==> src/rtl/smart_vending_machine_mp_if.sv <==
// Request/response bundle between the coin/select/refill front end and the
// multi-product vending controller. The controller takes the slave side.
interface smart_vending_machine_mp_if #(
    parameter int DATA_W  = 8,
    parameter int SEL_W   = 2,
    parameter int STOCK_W = 4
);
    logic               coin_valid;
    logic [DATA_W-1:0]  coin_value;
    logic               select_valid;
    logic [SEL_W-1:0]   product_select;
    logic               cancel;
    logic               buy_more;
    logic               refill_valid;
    logic [SEL_W-1:0]   refill_sel;
    logic [STOCK_W-1:0] refill_qty;

    logic               dispense;
    logic [SEL_W-1:0]   dispensed_product;
    logic [DATA_W-1:0]  change;
    logic               change_valid;
    logic               insufficient;
    logic               sold_out;
    logic               coin_reject;
    logic [DATA_W-1:0]  credit;
    logic               busy;

    modport master (
        output coin_valid, coin_value, select_valid, product_select, cancel,
               buy_more, refill_valid, refill_sel, refill_qty,
        input  dispense, dispensed_product, change, change_valid, insufficient,
               sold_out, coin_reject, credit, busy
    );

    modport slave (
        input  coin_valid, coin_value, select_valid, product_select, cancel,
               buy_more, refill_valid, refill_sel, refill_qty,
        output dispense, dispensed_product, change, change_valid, insufficient,
               sold_out, coin_reject, credit, busy
    );
endinterface

==> src/rtl/smart_vending_machine_mp.sv <==
// Multi-product vending controller: accumulates credit, checks stock and
// price, dispenses with change, supports buy_more, cancel/timeout refund
// and per-product stock refill. All outputs are registered.
module smart_vending_machine_mp #(
    parameter int                            DATA_W       = 8,
    parameter int                            NUM_PRODUCTS = 4,
    parameter int                            SEL_W        = 2,
    parameter logic [NUM_PRODUCTS*DATA_W-1:0] PRICE_LIST  = {8'd100, 8'd75, 8'd50, 8'd25},
    parameter int                            STOCK_W      = 4,
    parameter int                            INIT_STOCK   = 5,
    parameter int                            TIMEOUT_CYC  = 255
) (
    input  logic                     clk,
    input  logic                     reset_n,
    smart_vending_machine_mp_if.slave bus
);
    localparam int TMR_W = (TIMEOUT_CYC > 0) ? $clog2(TIMEOUT_CYC + 1) : 1;
    localparam logic [STOCK_W:0] STOCK_MAX = {1'b0, {STOCK_W{1'b1}}};

    typedef enum logic [2:0] {
        S_IDLE, S_COLLECT, S_CHECK, S_DISPENSE, S_CHANGE, S_REFUND
    } state_t;

    state_t              r_state;
    logic [DATA_W-1:0]   r_credit;
    logic [SEL_W-1:0]    r_sel;
    logic [TMR_W-1:0]    r_timer;
    logic [STOCK_W-1:0]  r_stock [NUM_PRODUCTS];

    logic                r_dispense;
    logic [SEL_W-1:0]    r_dispensed_product;
    logic [DATA_W-1:0]   r_change;
    logic                r_change_valid;
    logic                r_insufficient;
    logic                r_sold_out;
    logic                r_coin_reject;
    logic                r_busy;

    logic [DATA_W-1:0]   w_price_tbl [NUM_PRODUCTS];
    logic [STOCK_W-1:0]  w_stock_next [NUM_PRODUCTS];
    logic [DATA_W-1:0]   w_price;
    logic [DATA_W-1:0]   w_remain;
    logic [DATA_W:0]     w_coin_sum;
    logic                w_busy_state;
    logic                w_coin_ok;
    logic                w_sel_ok;
    logic                w_timeout_hit;
    logic [STOCK_W-1:0]  w_stock_sel;

    // Per-product price slices and next-stock values (decrement on dispense,
    // saturating refill; both may hit the same product in one cycle).
    generate
        for (genvar gi = 0; gi < NUM_PRODUCTS; gi++) begin : g_prod
            logic            w_dec;
            logic            w_add;
            logic [STOCK_W:0] w_sum;
            assign w_price_tbl[gi] = PRICE_LIST[gi*DATA_W +: DATA_W];
            assign w_dec = (r_state == S_DISPENSE) && (r_sel == SEL_W'(gi));
            assign w_add = bus.refill_valid && (bus.refill_sel == SEL_W'(gi));
            assign w_sum = {1'b0, r_stock[gi]}
                         + (w_add ? {1'b0, bus.refill_qty} : {(STOCK_W+1){1'b0}})
                         - {{STOCK_W{1'b0}}, w_dec};
            assign w_stock_next[gi] = (w_sum > STOCK_MAX) ? {STOCK_W{1'b1}} : w_sum[STOCK_W-1:0];
        end
    endgenerate

    assign w_price       = w_price_tbl[r_sel];
    assign w_remain      = r_credit - w_price;
    assign w_stock_sel   = r_stock[r_sel];
    assign w_coin_sum    = {1'b0, r_credit} + {1'b0, bus.coin_value};
    assign w_busy_state  = (r_state == S_CHECK) || (r_state == S_DISPENSE) ||
                           (r_state == S_CHANGE) || (r_state == S_REFUND);
    // A coin only lands when nothing higher-priority is happening and it fits.
    assign w_coin_ok     = bus.coin_valid && !bus.cancel && !bus.select_valid &&
                           !w_busy_state && !w_coin_sum[DATA_W];
    assign w_sel_ok      = 32'(bus.product_select) < 32'(NUM_PRODUCTS);
    assign w_timeout_hit = (TIMEOUT_CYC != 0) && (r_timer == TMR_W'(TIMEOUT_CYC - 1));

    // Stock counters: reload on reset, otherwise take the combined update.
    always_ff @(posedge clk or negedge reset_n) begin
        if (!reset_n) begin
            for (int i = 0; i < NUM_PRODUCTS; i++) r_stock[i] <= STOCK_W'(INIT_STOCK);
        end else begin
            for (int i = 0; i < NUM_PRODUCTS; i++) r_stock[i] <= w_stock_next[i];
        end
    end

    // Main controller FSM with registered pulse outputs.
    always_ff @(posedge clk or negedge reset_n) begin
        if (!reset_n) begin
            r_state             <= S_IDLE;
            r_credit            <= '0;
            r_sel               <= '0;
            r_timer             <= '0;
            r_dispense          <= 1'b0;
            r_dispensed_product <= '0;
            r_change            <= '0;
            r_change_valid      <= 1'b0;
            r_insufficient      <= 1'b0;
            r_sold_out          <= 1'b0;
            r_coin_reject       <= 1'b0;
            r_busy              <= 1'b0;
        end else begin
            r_dispense          <= 1'b0;
            r_dispensed_product <= '0;
            r_change            <= '0;
            r_change_valid      <= 1'b0;
            r_insufficient      <= 1'b0;
            r_sold_out          <= 1'b0;
            r_coin_reject       <= bus.coin_valid && !w_coin_ok;
            r_timer             <= '0;
            case (r_state)
                S_IDLE: begin
                    // cancel with no credit does nothing and still wins priority
                    if (!bus.cancel) begin
                        if (bus.select_valid) begin
                            if (w_sel_ok) begin
                                r_sel   <= bus.product_select;
                                r_state <= S_CHECK;
                                r_busy  <= 1'b1;
                            end
                        end else if (w_coin_ok) begin
                            r_credit <= w_coin_sum[DATA_W-1:0];
                            if (w_coin_sum != '0) r_state <= S_COLLECT;
                        end
                    end
                end
                S_COLLECT: begin
                    if (bus.cancel || (!bus.select_valid && !w_coin_ok && w_timeout_hit)) begin
                        r_state        <= S_REFUND;
                        r_change       <= r_credit;
                        r_change_valid <= 1'b1;
                        r_busy         <= 1'b1;
                    end else if (bus.select_valid) begin
                        if (w_sel_ok) begin
                            r_sel   <= bus.product_select;
                            r_state <= S_CHECK;
                            r_busy  <= 1'b1;
                        end
                    end else if (w_coin_ok) begin
                        r_credit <= w_coin_sum[DATA_W-1:0];
                    end else if (TIMEOUT_CYC != 0) begin
                        r_timer <= r_timer + TMR_W'(1);
                    end
                end
                S_CHECK: begin
                    if (w_stock_sel == '0) begin
                        r_sold_out <= 1'b1;
                        r_state    <= (r_credit != '0) ? S_COLLECT : S_IDLE;
                        r_busy     <= 1'b0;
                    end else if (r_credit < w_price) begin
                        r_insufficient <= 1'b1;
                        r_state        <= (r_credit != '0) ? S_COLLECT : S_IDLE;
                        r_busy         <= 1'b0;
                    end else begin
                        r_state             <= S_DISPENSE;
                        r_dispense          <= 1'b1;
                        r_dispensed_product <= r_sel;
                    end
                end
                S_DISPENSE: begin
                    r_credit <= w_remain;
                    if (bus.buy_more && (w_remain != '0)) begin
                        r_state <= S_COLLECT;
                        r_busy  <= 1'b0;
                    end else begin
                        r_state        <= S_CHANGE;
                        r_change       <= w_remain;
                        r_change_valid <= 1'b1;
                    end
                end
                S_CHANGE, S_REFUND: begin
                    r_credit <= '0;
                    r_state  <= S_IDLE;
                    r_busy   <= 1'b0;
                end
                default: begin
                    r_credit <= '0;
                    r_state  <= S_IDLE;
                    r_busy   <= 1'b0;
                end
            endcase
        end
    end

    assign bus.dispense          = r_dispense;
    assign bus.dispensed_product = r_dispensed_product;
    assign bus.change            = r_change;
    assign bus.change_valid      = r_change_valid;
    assign bus.insufficient      = r_insufficient;
    assign bus.sold_out          = r_sold_out;
    assign bus.coin_reject       = r_coin_reject;
    assign bus.credit            = r_credit;
    assign bus.busy              = r_busy;
endmodule

==> src/flat_wrapper.sv <==
// flat-port wrapper written by rule: the top's interface ports become plain ports
module smart_vending_machine_mp_flat 
#(
    parameter int                            DATA_W       = 8,
    parameter int                            NUM_PRODUCTS = 4,
    parameter int                            SEL_W        = 2,
    parameter logic [NUM_PRODUCTS*DATA_W-1:0] PRICE_LIST  = {8'd100, 8'd75, 8'd50, 8'd25},
    parameter int                            STOCK_W      = 4,
    parameter int                            INIT_STOCK   = 5,
    parameter int                            TIMEOUT_CYC  = 255
)
  (clk, reset_n, bus_coin_valid, bus_coin_value, bus_select_valid, bus_product_select, bus_cancel, bus_buy_more, bus_refill_valid, bus_refill_sel, bus_refill_qty, bus_dispense, bus_dispensed_product, bus_change, bus_change_valid, bus_insufficient, bus_sold_out, bus_coin_reject, bus_credit, bus_busy);
  smart_vending_machine_mp_if #(.DATA_W(DATA_W), .SEL_W(SEL_W), .STOCK_W(STOCK_W)) bus_i ();
  input  logic clk;
  input  logic reset_n;
  input wire logic [$bits(bus_i.coin_valid)-1:0] bus_coin_valid;
  input wire logic [$bits(bus_i.coin_value)-1:0] bus_coin_value;
  input wire logic [$bits(bus_i.select_valid)-1:0] bus_select_valid;
  input wire logic [$bits(bus_i.product_select)-1:0] bus_product_select;
  input wire logic [$bits(bus_i.cancel)-1:0] bus_cancel;
  input wire logic [$bits(bus_i.buy_more)-1:0] bus_buy_more;
  input wire logic [$bits(bus_i.refill_valid)-1:0] bus_refill_valid;
  input wire logic [$bits(bus_i.refill_sel)-1:0] bus_refill_sel;
  input wire logic [$bits(bus_i.refill_qty)-1:0] bus_refill_qty;
  output wire logic [$bits(bus_i.dispense)-1:0] bus_dispense;
  output wire logic [$bits(bus_i.dispensed_product)-1:0] bus_dispensed_product;
  output wire logic [$bits(bus_i.change)-1:0] bus_change;
  output wire logic [$bits(bus_i.change_valid)-1:0] bus_change_valid;
  output wire logic [$bits(bus_i.insufficient)-1:0] bus_insufficient;
  output wire logic [$bits(bus_i.sold_out)-1:0] bus_sold_out;
  output wire logic [$bits(bus_i.coin_reject)-1:0] bus_coin_reject;
  output wire logic [$bits(bus_i.credit)-1:0] bus_credit;
  output wire logic [$bits(bus_i.busy)-1:0] bus_busy;
  assign bus_i.coin_valid = bus_coin_valid;
  assign bus_i.coin_value = bus_coin_value;
  assign bus_i.select_valid = bus_select_valid;
  assign bus_i.product_select = bus_product_select;
  assign bus_i.cancel = bus_cancel;
  assign bus_i.buy_more = bus_buy_more;
  assign bus_i.refill_valid = bus_refill_valid;
  assign bus_i.refill_sel = bus_refill_sel;
  assign bus_i.refill_qty = bus_refill_qty;
  assign bus_dispense = bus_i.dispense;
  assign bus_dispensed_product = bus_i.dispensed_product;
  assign bus_change = bus_i.change;
  assign bus_change_valid = bus_i.change_valid;
  assign bus_insufficient = bus_i.insufficient;
  assign bus_sold_out = bus_i.sold_out;
  assign bus_coin_reject = bus_i.coin_reject;
  assign bus_credit = bus_i.credit;
  assign bus_busy = bus_i.busy;
  smart_vending_machine_mp #(.DATA_W(DATA_W), .NUM_PRODUCTS(NUM_PRODUCTS), .SEL_W(SEL_W), .PRICE_LIST(PRICE_LIST), .STOCK_W(STOCK_W), .INIT_STOCK(INIT_STOCK), .TIMEOUT_CYC(TIMEOUT_CYC)) u_core (.clk(clk), .reset_n(reset_n), .bus(bus_i));
endmodule
==> config.mk <==
export PLATFORM = sky130hd
export DESIGN_NAME = smart_vending_machine_mp_flat
export DESIGN_NICKNAME = d
export VERILOG_FILES = /design/src/rtl/smart_vending_machine_mp_if.sv /design/src/rtl/smart_vending_machine_mp.sv /design/src/flat_wrapper.sv
export SDC_FILE = /design/constraint.sdc
export NUM_CORES = 1
export LEC_CHECK = 0
export ABC_AREA = 0
export CORE_AREA = 2 2 120 122
export DETAILED_ROUTE_END_ITERATION = 6
export DIE_AREA = 0 0 122 124
export GPL_TIMING_DRIVEN = 0
export HOLD_SLACK_MARGIN = 0.02
export SYNTH_ARGS = -nofsm -noshare
export SYNTH_HDL_FRONTEND = slang
export SYNTH_SLANG_ARGS = --single-unit
==> constraint.sdc <==
create_clock -name clk -period 5.7 [get_ports clk]
set_clock_uncertainty 0.1 [all_clocks]
set_input_delay 0.57 -clock clk [delete_from_list [all_inputs] [get_ports clk]]
set_output_delay 0.57 -clock clk [all_outputs]
set_load 0.01 [all_outputs]
==> impl_metrics.tcl, run 1 <==
set metrics [dict create \
    worst_slew_margin_rel 0.4735 \
    timing.final.crit_period_ps 3513 \
    num-nets-final 575 \
    critPathCaptureType "flop" \
    flow.area_growth_from_synthesis_pct 20.70 \
    num_rows 43 \
    chipHeight_um 124 \
    final_ws_setup_ps 2187 \
    post_cts.resized_instances 0 \
    floorplan.die_area_mm2 0.01513 \
    cp.depth 12 \
    regArea_mm2 0.001336 \
    start_util 0.2960 \
    synth_simple_gate_area_frac 0.1728 \
    tritoncts "done" \
    syn-cell-area_mm2 0.004061 \
    syn_avg_cell_area_um2 9.294 \
    worst_ir_drop_vdd_v 0.0001688 \
    r2r_cells 12 \
    cts_inserted_buffers 5 \
    max_cap_viol_count 0 \
    worst-slew-pin-transition_ps 781.4 \
    synth_largest_type_area_fraction 0.2773 \
    post_route_cells_drive_above_1_share 0.08758 \
    synth.ff_latch_count 53 \
    detail_route.vias_per_cell 4.791 \
    finished_cell_area_mm2 0.004902 \
    worstPathArrival_ps 3590 \
    synth-xor-area-share 0.05607 \
    setup_viols_final 0 \
    detail_route.drc_violations 0 \
    yosys_warnings 0 \
    layout.core_utilization 0.3573 \
    yosys-mux-area-fraction 0.008318 \
    core_area_mm2 0.01372 \
    yosys-top-cells-area "dfrtp_1 28%, ha_1 17%, inv_1 5.6%" \
    crit_fanout 8 \
    worst_hold_slack_ps 146.3 \
    gp_congestion 0.8153 \
    synth_area_leader_cell "dfrtp_1" \
    grt_first_pass_wirelength_um 15730 \
    mappedNetlistNets 522 \
    setup_crit_path_kind "flop to flop" \
    crit_start "u_core.r_sel[0]" \
    final_max_slew_viol_count 0 \
    die-width_um 122 \
    ys_dominant_reg_cell "dfrtp_1" \
    startpoint_type "flop" \
    worst_path_max_delay_cell "dfrtp_1" \
    clk_lat_worst_skew_ps 300 \
    r2r-start "u_core.r_sel[0]" \
    detailedRoute.firstPassIterationCount 4 \
    io-pin-count 47 \
    drt_iter0_drc 176 \
    drt-total-wl_um 9190 \
    dr_total_vias 3215 \
    nFillCells 1385 \
    synthArstFlopShare 1.000 \
    post_synth_inst_count 437 \
    diode_count 0 \
    clkSlewWorstSetupHoldPaths_ps 70 \
    leakage_nw 2.333 \
    finalCritPeriodShare 0.6163 \
    cts.htree.levels 2 \
    post_dp_cell_area_mm2 0.004752 \
    multi_input_area_mm2 0.002456 \
    cp.buffers_inverters 1 \
    critical-path-top-delay-family "compound AO/OA/AOI/OAI gates" \
    yosys.area_share.adder 0.2021 \
    rsz0062_at_grt "no" \
    total_clock_sinks 53 \
    vias_in_the_first_global_route 3364 \
    grt_max_degree 34 \
    run_status "finished, final reports clean" \
    number_of_antenna_violations_at_the_first_check_in_global_routing 0 \
    synth-seq-area-share 0.3290 \
    worstHoldPathType "input port to async pin" \
    place.port_buffers 45 \
    max_freq_mhz 284.6 \
    crit_path_cell_trace "inv_1 -> ha_1 -> or2_2 -> ha_1 -> fa_1 -> nor2b_1 -> o31a_1 -> a21oi_1 -> nor3_1 -> a41oi_2 -> a2111oi_2 -> o21bai_1" \
    grt_overflow 0 \
    clock_tree.root_cell "clkbuf_16" \
    cts_post_setup_buffers_inserted 0 \
    crit_path_max_incr_delay_ps 490 \
    wire_per_inst_um 13.70 \
    clock_path_buffers 2 \
    netlist-cell-type-count 64 \
    finalHoldViolations 0 \
    pre_cts_ws_ps 2143 \
    timing.critical_path.required_ps 5780 \
    synth_compound_area_frac 0.1654 \
    critical-path-top-cell-by-count "ha_1" \
    post_cts_hold_buffer_count 0 \
    drtAntennaViolNets 0 \
    pwr_density_cell_mw_per_mm2 537.3 \
    timing.setup.tns_ps 0 \
    largest_family_of_logic_cells_by_synthesized_area "adder cells" \
    synth_edf_count 0 \
    grt_util_all_layers 0.1311 \
    detailedPlacementHpwl_um 7432 \
]
[metal layers]
metal / vias up / share of wire / global-route usage
met4: 0 / 0.016 / 0.04023
met2: 56 / 0.49 / 0.2301
met1: 1541 / 0.45 / 0.1620
met5: - / 0 / 0
li1: 1606 / - / -
met3: 12 / 0.040 / 0.02656
[cell type report]
cell class,instances,share of cell area
multi-input cells,316,0.5010
inverters,61,0.04671
repair buffers,46,0.09495
flip-flops and latches,53,0.2726
well taps,180,0.04594
clock inverters,3,0.005105
clock buffers,5,0.02552
plain buffers,7,0.008167
[through the flow]
stage               total power [W]  cells
finish                     0.002634    671
global route               0.002910    671
CTS                        0.002657    671
detailed placement         0.002328    663
global placement           0.002276    662
floorplan                  0.001879    437
[sequential cells by signal, indices dropped and copies added (netlist names)]
name / cells
u_core.r_stock: 16
u_core.r_sel: 2
u_core.r_state: 3
u_core.bus.sold_out: 1
u_core.bus.change: 8
u_core.bus.dispense: 1
u_core.bus.dispensed_product: 2
u_core.r_timer: 8
u_core.bus.busy: 1
u_core.bus.credit: 8
u_core.bus.change_valid: 1
u_core.bus.insufficient: 1
u_core.bus.coin_reject: 1
[cell usage after synthesis, types with 7 or more instances]
| master | n |
|---|---|
| xnor2_1 | 9 |
| dfstp_2 | 8 |
| nor2_1 | 30 |
| nand2_1 | 37 |
| a21oi_1 | 17 |
| xor2_1 | 17 |
| dfrtp_1 | 45 |
| nand2b_1 | 11 |
| a21o_1 | 12 |
| ha_1 | 56 |
| and2_1 | 7 |
| inv_1 | 61 |
| nor3_1 | 12 |
| o21ai_0 | 16 |
[final timing paths]
kind                                        end  slack [ps]
setup / recovery              u_core.r_state[0]        2190
hold / removal                u_core.r_stock[1]         150
setup reg to reg              u_core.r_state[0]        2190
hold reg to reg               u_core.r_timer[0]         410
max in group asynchronous  u_core.bus.credit[6]        4800
min in group clk              u_core.r_timer[0]         410
[logic make-up (layout without fill, tap and decap cells)]
kind of cell | after synthesis | count (layout)
adders and majority gates | 62 | 62
AOI/OAI and AO/OA | 92 | 92
DFF | 53 | 53
muxes | 3 | 3
buffers and inverters | 68 | 122
and+or+nand+nor | 133 | 133
xor gates and xnor gates | 26 | 26
[power by group]
group          switching (W)  leakage [nW]  internal (W)  total (W)
Clock               0.000148        0.0704      0.000165   0.000314
Combinational       0.000927          1.61      0.000761    0.00169
Sequential          0.000115         0.650      0.000518   0.000633
Total                0.00119          2.33       0.00144    0.00263
[cells in the final DEF (no fill, tap or decap), drive strengths merged, types with 2 or more instances in the layout]
master / netlist / final
o31a: 2 / 2
nand2b: 12 / 12
o22ai: 5 / 5
a2bb2oi: 2 / 2
a211oi: 4 / 4
nor3: 14 / 14
nor2b: 5 / 5
ha: 56 / 56
o21ai: 18 / 18
xnor2: 9 / 9
and3: 4 / 4
dfstp: 8 / 8
o21bai: 3 / 3
a22o: 2 / 2
nor2: 31 / 31
a21o: 13 / 13
inv: 61 / 62
xor2: 17 / 17
o211ai: 3 / 3
a31oi: 2 / 2
nor4: 4 / 4
nor4b: 2 / 2
a22oi: 6 / 6
nand2: 38 / 38
clkbuf: 3 / 8
and2: 7 / 7
a21oi: 18 / 18
buf: 4 / 6
o21a: 5 / 5
dfrtp: 45 / 45
nand3: 6 / 6
mux2: 3 / 3
clkdlybuf4s50: 0 / 44
or4: 3 / 3
fa: 6 / 6
(Power assumes the default switching activity.)
==> inputs of run 2 (changes only) <==
Clock period 5.7 ns to 2.92 ns, I/O delays scaled along.
==> impl_metrics.tcl, run 2 (synthesized netlist as in run 1, its figures left out) <==
set metrics [dict create \
    setup_viols_final 1 \
    clock_path_buffers 2 \
    flow.area_growth_from_synthesis_pct 28.37 \
    drt_iter0_drc 171 \
    pre_cts_ws_ps -417.2 \
    cts_inserted_buffers 5 \
    worst_slew_margin_rel 0.6988 \
    dr_total_vias 3228 \
    timing.final.crit_period_ps 2925 \
    number_of_antenna_violations_at_the_first_check_in_global_routing 0 \
    cts.htree.levels 2 \
    final_ws_setup_ps -5.380 \
    vias_in_the_first_global_route 3426 \
    clk_lat_worst_skew_ps 300 \
    timing.setup.tns_ps -5.380 \
    critical-path-top-delay-family "compound AO/OA/AOI/OAI gates" \
    worst-slew-pin-transition_ps 448.8 \
    critPathCaptureType "flop" \
    detail_route.vias_per_cell 4.726 \
    final_max_slew_viol_count 0 \
    worst_ir_drop_vdd_v 0.0003464 \
    mostFrequentLayoutCells "58 x inv_1, 51 x ha_1, 44 x clkdlybuf4s50_1" \
    post_route_cells_drive_above_1_share 0.1690 \
    violations "setup timing" \
    r2r-start "u_core.r_sel[1]" \
    largest-register "u_core.r_stock" \
    num-nets-final 587 \
    worstReg2RegEnd "u_core.r_state[0]" \
    wire_per_inst_um 14.01 \
    cp.buffers_inverters 2 \
    grt_max_degree 41 \
    worst_hold_slack_ps 351.8 \
    largest_register_ffs 16 \
    floorplan.die_area_mm2 0.01513 \
    max_freq_mhz 341.8 \
    chipHeight_um 124 \
    io-pin-count 47 \
    rsz0062_at_grt "yes" \
    leakage_nw 2.424 \
    worst_path_max_delay_cell "dfrtp_2" \
    start_util 0.2960 \
    startpoint_type "flop" \
    clkSlewWorstSetupHoldPaths_ps 70 \
    crit_path_cell_trace "inv_4 -> ha_4 -> or2_4 -> ha_4 -> fa_2 -> nor2b_4 -> o31a_1 -> o31a_1 -> buf_4 -> nor3_4 -> nor2_4 -> a2111oi_4 -> o21bai_1" \
    finalCritPeriodShare 1.002 \
    diode_count 0 \
    finalHoldViolations 0 \
    run_status "finished, violations left" \
    crit_path_max_incr_delay_ps 470 \
    detail_route.drc_violations 0 \
    timing.critical_path.required_ps 3000 \
    worstHoldPathType "input port to async pin" \
    tritoncts "done" \
    worstPathArrival_ps 3000 \
    num_rows 43 \
    r2r_cells 13 \
    clock_tree.root_cell "clkbuf_16" \
    max_cap_viol_count 0 \
    detailedPlacementHpwl_um 7472 \
    reg_to_reg_slack_setup_ps -5 \
    grt_util_all_layers 0.1361 \
    setup_crit_path_kind "flop to flop" \
    place.port_buffers 45 \
    core_area_mm2 0.01372 \
    grt_overflow 0 \
    die-width_um 122 \
    total_clock_sinks 53 \
    crit_fanout 4 \
    pwr_density_cell_mw_per_mm2 1112 \
    drtAntennaViolNets 0 \
    mostFrequentLayoutCell "inv_1" \
    grt_first_pass_wirelength_um 16260 \
    detailedRoute.firstPassIterationCount 4 \
    drt-total-wl_um 9566 \
    gp_congestion 0.8281 \
]
-- run 2: changes by cell type in the layout (fill, tap and decap cells not counted), moves of 4 or more --
cell / previous run / this run
xor2_1: 17 / 13
ha_4: 0 / 5
o21ai_0: 16 / 12
buf_4: 1 / 13
fa_1: 6 / 2
a21oi_1: 17 / 13
fa_2: 0 / 4
xor2_2: 0 / 4
a21oi_2: 1 / 5
ha_1: 56 / 51
-- run 2: what timing repair did --
item                       in CTS  in global routing
resized for setup              22                 22
setup endpoints to repair      28                 29
hold buffers                    1                  0
hold endpoints to repair        7                  0
pin swaps                      11                 15
setup buffers                  11                  1
-- run 2: final cells by class --
cell class / count / area, um2
tap: 180 / 225.2
buffer: 6 / 36.28
inverter: 61 / 236.5
sequential: 53 / 1340
fill: 1377 / 8506
clock inverter: 3 / 43.79
clock buffer: 5 / 125.1
multi-input combinational: 316 / 2641
timing repair buffer: 59 / 565.5
-- run 2: worst max-delay path by stage --
stage	startpoint	endpoint	slack, ps	depth (start not counted)
2_1_floorplan	u_core.r_sel[0]	u_core.r_state[0]	20	12
3_3_place_gp	u_core.r_sel[0]	u_core.r_state[2]	-370	12
3_5_place_dp	u_core.r_sel[0]	u_core.r_state[2]	-420	12
4_1_cts	u_core.r_sel[1]	u_core.r_state[0]	-70	11
5_1_grt	u_core.r_sel[0]	u_core.r_state[0]	-150	12
6_report	u_core.r_sel[1]	u_core.r_state[0]	-5	13
-- run 2: power breakdown --
group | total, W | internal, W | switching [W]
clock network | 0.000690 | 0.000407 | 0.000283
registers | 0.00124 | 0.00101 | 0.000225
logic | 0.00387 | 0.00184 | 0.00203
-- run 2: metrics by stage --
| stage | instances | utilization | instance area, um2 | power, W |
|---|---|---|---|---|
| global placement | 662 | 0.3455 | 4740 | 0.004458 |
| detailed placement | 663 | 0.3466 | 4755 | 0.004565 |
| floorplan | 437 | - | 4064 | 0.003679 |
| CTS | 682 | 0.3732 | 5120 | 0.005666 |
| global route | 683 | 0.3800 | 5214 | 0.006359 |
| finish | 683 | 0.3800 | 5214 | 0.005798 |
-- run 2: metal layers --
metal | vias to the layer above | GRT usage | wire (um)
li1 | 1617 | - | -
met1 | 1561 | 0.1676 | 4275
met2 | 43 | 0.2395 | 4878
met3 | 7 | 0.02610 | 291
met4 | 0 | 0.04454 | 120
met5 | - | 0 | 0
==> patch 1: new RTL, flow settings as in run 1 <==
Re-encode `state_t` (6 states) as one-hot, 6 bits wide.
--- a/src/rtl/smart_vending_machine_mp.sv
+++ b/src/rtl/smart_vending_machine_mp.sv
@@ -17,8 +17,8 @@
     localparam int TMR_W = (TIMEOUT_CYC > 0) ? $clog2(TIMEOUT_CYC + 1) : 1;
     localparam logic [STOCK_W:0] STOCK_MAX = {1'b0, {STOCK_W{1'b1}}};
 
-    typedef enum logic [2:0] {
-        S_IDLE, S_COLLECT, S_CHECK, S_DISPENSE, S_CHANGE, S_REFUND
+    typedef enum logic [5:0] {
+        S_IDLE = 6'b000001, S_COLLECT = 6'b000010, S_CHECK = 6'b000100, S_DISPENSE = 6'b001000, S_CHANGE = 6'b010000, S_REFUND = 6'b100000
     } state_t;
 
     state_t              r_state;
Formal check against the unedited RTL: no difference found for any inputs over 4 cycles, from zero or initial values and one cycle with reset_n low; so few cycles prove little.
==> patch 1 against run 1 <==
- first-iteration DRC count is 16% lower
- clock power grew 3%
- non-clock buffer count shrank 3
- total power increased by 1.4%
- design area up 3.4%
- core utilization increased by 1.2 points
- setup slack worse by 0.20 ns
- synthesized cell count rose by 3.4%
- routed wire length increased by 7.0%
- die area unchanged
- synthesized area is 3.9% higher
- sequential cell count is 3 higher
- critical path depth shrank 1
==> patch 1: results (changes against run 1) <==
Parameter                              Value

Place
  PortBufs ... 46 (+2.2%)
  Final weighted congestion in routability-driven placement ... 0.843 (+3.4%)
  DP Cell Count ... 679 (+2.4%)
  Post-Place Setup Slack ... 2.03 ns (-0.117 ns)

Worst setup path
  Cell type of the slowest stage on the worst timing path ... a2111oi_0
  End point of the critical path ... u_core.bus.busy
  Launch point of the worst path ... u_core.r_sel[1]
  Critical path data arrival time ... 3.76 ns (+0.17 ns)
  Minimum setup slack among reg-to-reg paths ... 1.99 ns (-0.20 ns)
  Highest net fanout along the worst path ... 10 (+2)
  Logic depth of the worst register-to-register path ... 11 (-1)

GRT
  Met1 capacity usage during global routing ... 0.182 (+0.0201)
  Aggregate global-route resource usage ... 0.139 (+0.00788)
  GRT met3 Usage ... 0.0220 (-0.00458)
  Via count of the first global-routing pass ... 3482 (+3.5%)
  Wire length of the first global-routing pass ... 16800 um (+6.6%)
  Maximum number of pins on one net before global-route repair ... 41 (+21%)

Route
  Final WL ... 9830 um (+7.0%)
  Routed via count divided by cell count ... 4.92 (+2.7%)
  1st-iter DRT viols ... 148 (-16%)

Finish
  Final nets ... 589 (+2.4%)
  Fraction of final layout cells sized beyond drive strength 1 ... 0.0848 (-0.00276)

STA
  Post-route worst hold slack ... 0.102 ns (-0.0444 ns)
  Worst slew slack as a fraction of its limit ... 0.502 (+0.0284)

Run status
  Run status ... complete, no violations

Power
  Leakage power summed over all cells ... 2.43 nW (+4.3%)

Synthesis
  Post-synthesis cell type count ... 67 (+4.7%)
  Portion of the post-synthesis area used by sequential elements ... 0.335 (+0.00590)
  Main area contributors after synthesis ... dfrtp_1, ha_1, inv_1, dfstp_2, xor2_1
  Most frequent cells after synthesis ... inv_1, ha_1, dfrtp_1
  Synthesized net count ... 535 (+2.5%)

CTS
  Number of clock buffers inserted by TritonCTS ... 5 (unchanged)
-- patch 1: cell count changes after synthesis, moves of 5 or more --
cell,delta
o21ai_0,-6
inv_1,+5
o22ai_1,+7
a21oi_1,+11
nor3_1,-6
a22oi_1,-6
-- patch 1: logic make-up after synthesis --
group,count (synthesis),share of synthesized area
AND/OR/NAND/NOR,136,0.173
AO/OA/AOI/OAI,98,0.166
buffers and inverters,69,0.0641
adder cells (fa/ha/maj),60,0.189
flip-flops,56,0.335
XOR/XNOR,28,0.0581
multiplexers,5,0.0151
-- patch 1: cell type report --
class,count,area [um2]
Inverter,66,248
Sequential cell,56,1410
Buffer,3,22.5
Clock inverter,2,13.8
Multi-Input combinational cell,327,2530
Clock buffer,6,139
Tap cell,180,225
Timing Repair Buffer,47,475
Fill cell,1404,8650
-- patch 1: per-layer routing --
metal	vias up	routed length, um
met5	-	0
met4	0	108
met3	8	380
met2	64	4640
met1	1628	4700
li1	1682	-
-- patch 1: stage by stage --
| step | total power, mW | cell area, um2 | util |
|---|---|---|---|
| 6_report | 2.67 | 5070 | 0.370 |
| 5_1_grt | 2.94 | 5070 | 0.370 |
| 4_1_cts | 2.69 | 5070 | 0.370 |
| 3_5_place_dp | 2.34 | 4920 | 0.359 |
| 3_3_place_gp | 2.29 | 4900 | 0.357 |
| 2_1_floorplan | 1.91 | 4220 | - |
-- patch 1: power breakdown --
part           switching, mW  internal (mW)
Combinational          0.941          0.765
Clock                  0.147          0.176
Sequential             0.115          0.526
-- patch 1: worst min path at each step --
stage / start / endpoint
2_1_floorplan: reset_n / u_core.bus.busy
3_3_place_gp: u_core.r_timer[5] / u_core.r_timer[5]
3_5_place_dp: reset_n / u_core.r_stock[7]
4_1_cts: reset_n / u_core.r_stock[7]
5_1_grt: reset_n / u_core.r_stock[7]
6_report: reset_n / u_core.r_stock[7]
==> patch 2: new RTL, config.mk and constraints of run 1 <==
Without the edit above. `STOCK_W` is set to 4 in 3 places; all go to 6.
--- a/src/rtl/smart_vending_machine_mp_if.sv
+++ b/src/rtl/smart_vending_machine_mp_if.sv
@@ -3,7 +3,7 @@
 interface smart_vending_machine_mp_if #(
     parameter int DATA_W  = 8,
     parameter int SEL_W   = 2,
-    parameter int STOCK_W = 4
+    parameter int STOCK_W = 6
 );
     logic               coin_valid;
     logic [DATA_W-1:0]  coin_value;
--- a/src/rtl/smart_vending_machine_mp.sv
+++ b/src/rtl/smart_vending_machine_mp.sv
@@ -6,7 +6,7 @@
     parameter int                            NUM_PRODUCTS = 4,
     parameter int                            SEL_W        = 2,
     parameter logic [NUM_PRODUCTS*DATA_W-1:0] PRICE_LIST  = {8'd100, 8'd75, 8'd50, 8'd25},
-    parameter int                            STOCK_W      = 4,
+    parameter int                            STOCK_W      = 6,
     parameter int                            INIT_STOCK   = 5,
     parameter int                            TIMEOUT_CYC  = 255
 ) (
--- a/src/flat_wrapper.sv
+++ b/src/flat_wrapper.sv
@@ -5,7 +5,7 @@
     parameter int                            NUM_PRODUCTS = 4,
     parameter int                            SEL_W        = 2,
     parameter logic [NUM_PRODUCTS*DATA_W-1:0] PRICE_LIST  = {8'd100, 8'd75, 8'd50, 8'd25},
-    parameter int                            STOCK_W      = 4,
+    parameter int                            STOCK_W      = 6,
     parameter int                            INIT_STOCK   = 5,
     parameter int                            TIMEOUT_CYC  = 255
 )
Interface: changed (resized bus_refill_qty); port bits go from 47 to 49. No check against the original RTL was run, so the function may have changed too.
==> patch 2 against run 1 <==
- routed wire length is 19% higher
- sequential cell count is 8 higher
- setup slack worse by 0.47 ns
- design area is 18% higher
- die area stayed put
- synthesized area is 17% higher
- critical path type unchanged
- total power is 22% higher
==> patch 2: results (changes against run 1) <==
Parameter                              Value

Synthesis
  Adder-cell share of the synthesized area ... 0.214 (+0.0119)
  Share of cell area taken by muxes after synthesis ... 0.0207 (+0.0124)
  Xor and xnor area share after synthesis ... 0.0643 (+0.00818)
  Post-synthesis cell type count ... 53 (-17%)
  Compound-Gate Fraction of Synth Area ... 0.130 (-0.0354)
  Yosys top cell area share ... 0.278 (+0.000732)
  Most frequent cells after synthesis ... inv_1, ha_1, nand2_1
  Portion of the post-synthesis area used by sequential elements ... 0.322 (-0.00696)
  Main area contributors after synthesis ... dfrtp_1, ha_1, inv_1, nand2_1, dfstp_2

Finish
  Fraction of final layout cells sized beyond drive strength 1 ... 0.0745 (-0.0131)
  Final nets ... 702 (+22%)
  # fillers ... 1359 (-1.9%)
  Largest register FFs ... 24 (+8)

GRT
  Met2 Usage GRT ... 0.267 (+0.0367)
  Maximum number of pins on one net before global-route repair ... 62 (+82%)
  GRT met3 Usage ... 0.0298 (+0.00321)
  Wire length of the first global-routing pass ... 18500 um (+18%)
  Aggregate global-route resource usage ... 0.156 (+0.0248)
  Met1 capacity usage during global routing ... 0.200 (+0.0384)

Route
  1st-iter DRT viols ... 171 (-2.8%)
  Metal2 WL ... 5210 um (+15%)
  Detailed route wirelength on metal3 ... 576 um (+57%)
  Met1 layer wirelength in the final routing ... 5050 um (+23%)
  Final WL ... 11000 um (+19%)
  Vias after detailed routing ... 3874 (+20%)

Worst hold path
  Hold Path Class ... in -> async

CTS
  Number of clock buffers inserted by TritonCTS ... 9 (+4)
  Clock insertion delay at the later pin of the skew report ... 0.34 ns (+0.04 ns)
  Total number of H-tree levels ... 3 (+1)

Worst setup path
  Highest cell delay on the worst timing path ... 0.78 ns (+0.29 ns)
  FF-to-FF End ... u_core.bus.change[3]
  Critical path data arrival time ... 4.10 ns (+0.51 ns)
  Logic depth of the worst register-to-register path ... 11 (-1)
  Cell type of the slowest stage on the worst timing path ... a41oi_1

Place
  Post-Place Setup Slack ... 1.73 ns (-0.416 ns)

Run status
  Run status ... complete, no violations

Power
  Worst IR Drop VDD ... 0.263 mV (+56%)
  Leakage power summed over all cells ... 2.81 nW (+21%)

STA
  Worst slew slack as a fraction of its limit ... 0.406 (-0.0678)
-- patch 2: worst max path at each step --
stage	cells past startpoint	slack [ns]	end
2_1_floorplan	12	2.46	u_core.bus.change[3]
3_3_place_gp	12	1.74	u_core.bus.change[5]
3_5_place_dp	13	1.73	u_core.r_stock[22]
4_1_cts	12	1.70	u_core.bus.change[3]
5_1_grt	12	1.49	u_core.bus.change[4]
6_report	11	1.72	u_core.bus.change[3]
-- patch 2: layout make-up --
type / count / area, um2 / share of cell area
well taps: 180 / 225 / 0.0390
flip-flops and latches: 61 / 1540 / 0.266
clock buffers: 10 / 229 / 0.0397
inverters: 89 / 334 / 0.0579
multi-input cells: 387 / 2870 / 0.497
clock inverters: 6 / 87.6 / 0.0152
plain buffers: 5 / 30.0 / 0.00520
repair buffers: 46 / 458 / 0.0794
-- patch 2: metrics by stage --
| stage | total power [mW] | cell area, um2 | std cells | hold slack, ns | util |
|---|---|---|---|---|---|
| after floorplan | 2.11 | 4770 | 542 | 0.174 | - |
| after global placement | 2.56 | 5460 | 768 | 0.428 | 0.398 |
| after detailed placement | 2.63 | 5450 | 768 | 0.425 | 0.398 |
| after CTS | 3.23 | 5770 | 784 | 0.256 | 0.421 |
| after global routing | 3.53 | 5770 | 784 | 0.290 | 0.421 |
| final | 3.22 | 5770 | 784 | 0.222 | 0.421 |
-- patch 2: where the power goes --
group | switching, mW | internal (mW)
logic | 1.09 | 0.825
registers | 0.122 | 0.592
clock network | 0.210 | 0.382
total | 1.42 | 1.80
-- patch 2: critical path, delay by kind of cell (launching register included) --
family / cells / cell delay, ns
buffers and inverters: 2 / 0.35
AND/OR/NAND/NOR: 2 / 0.53
adder cells (fa/ha/maj): 3 / 0.85
AO/OA/AOI/OAI: 4 / 1.60
flip-flops: 1 / 0.43
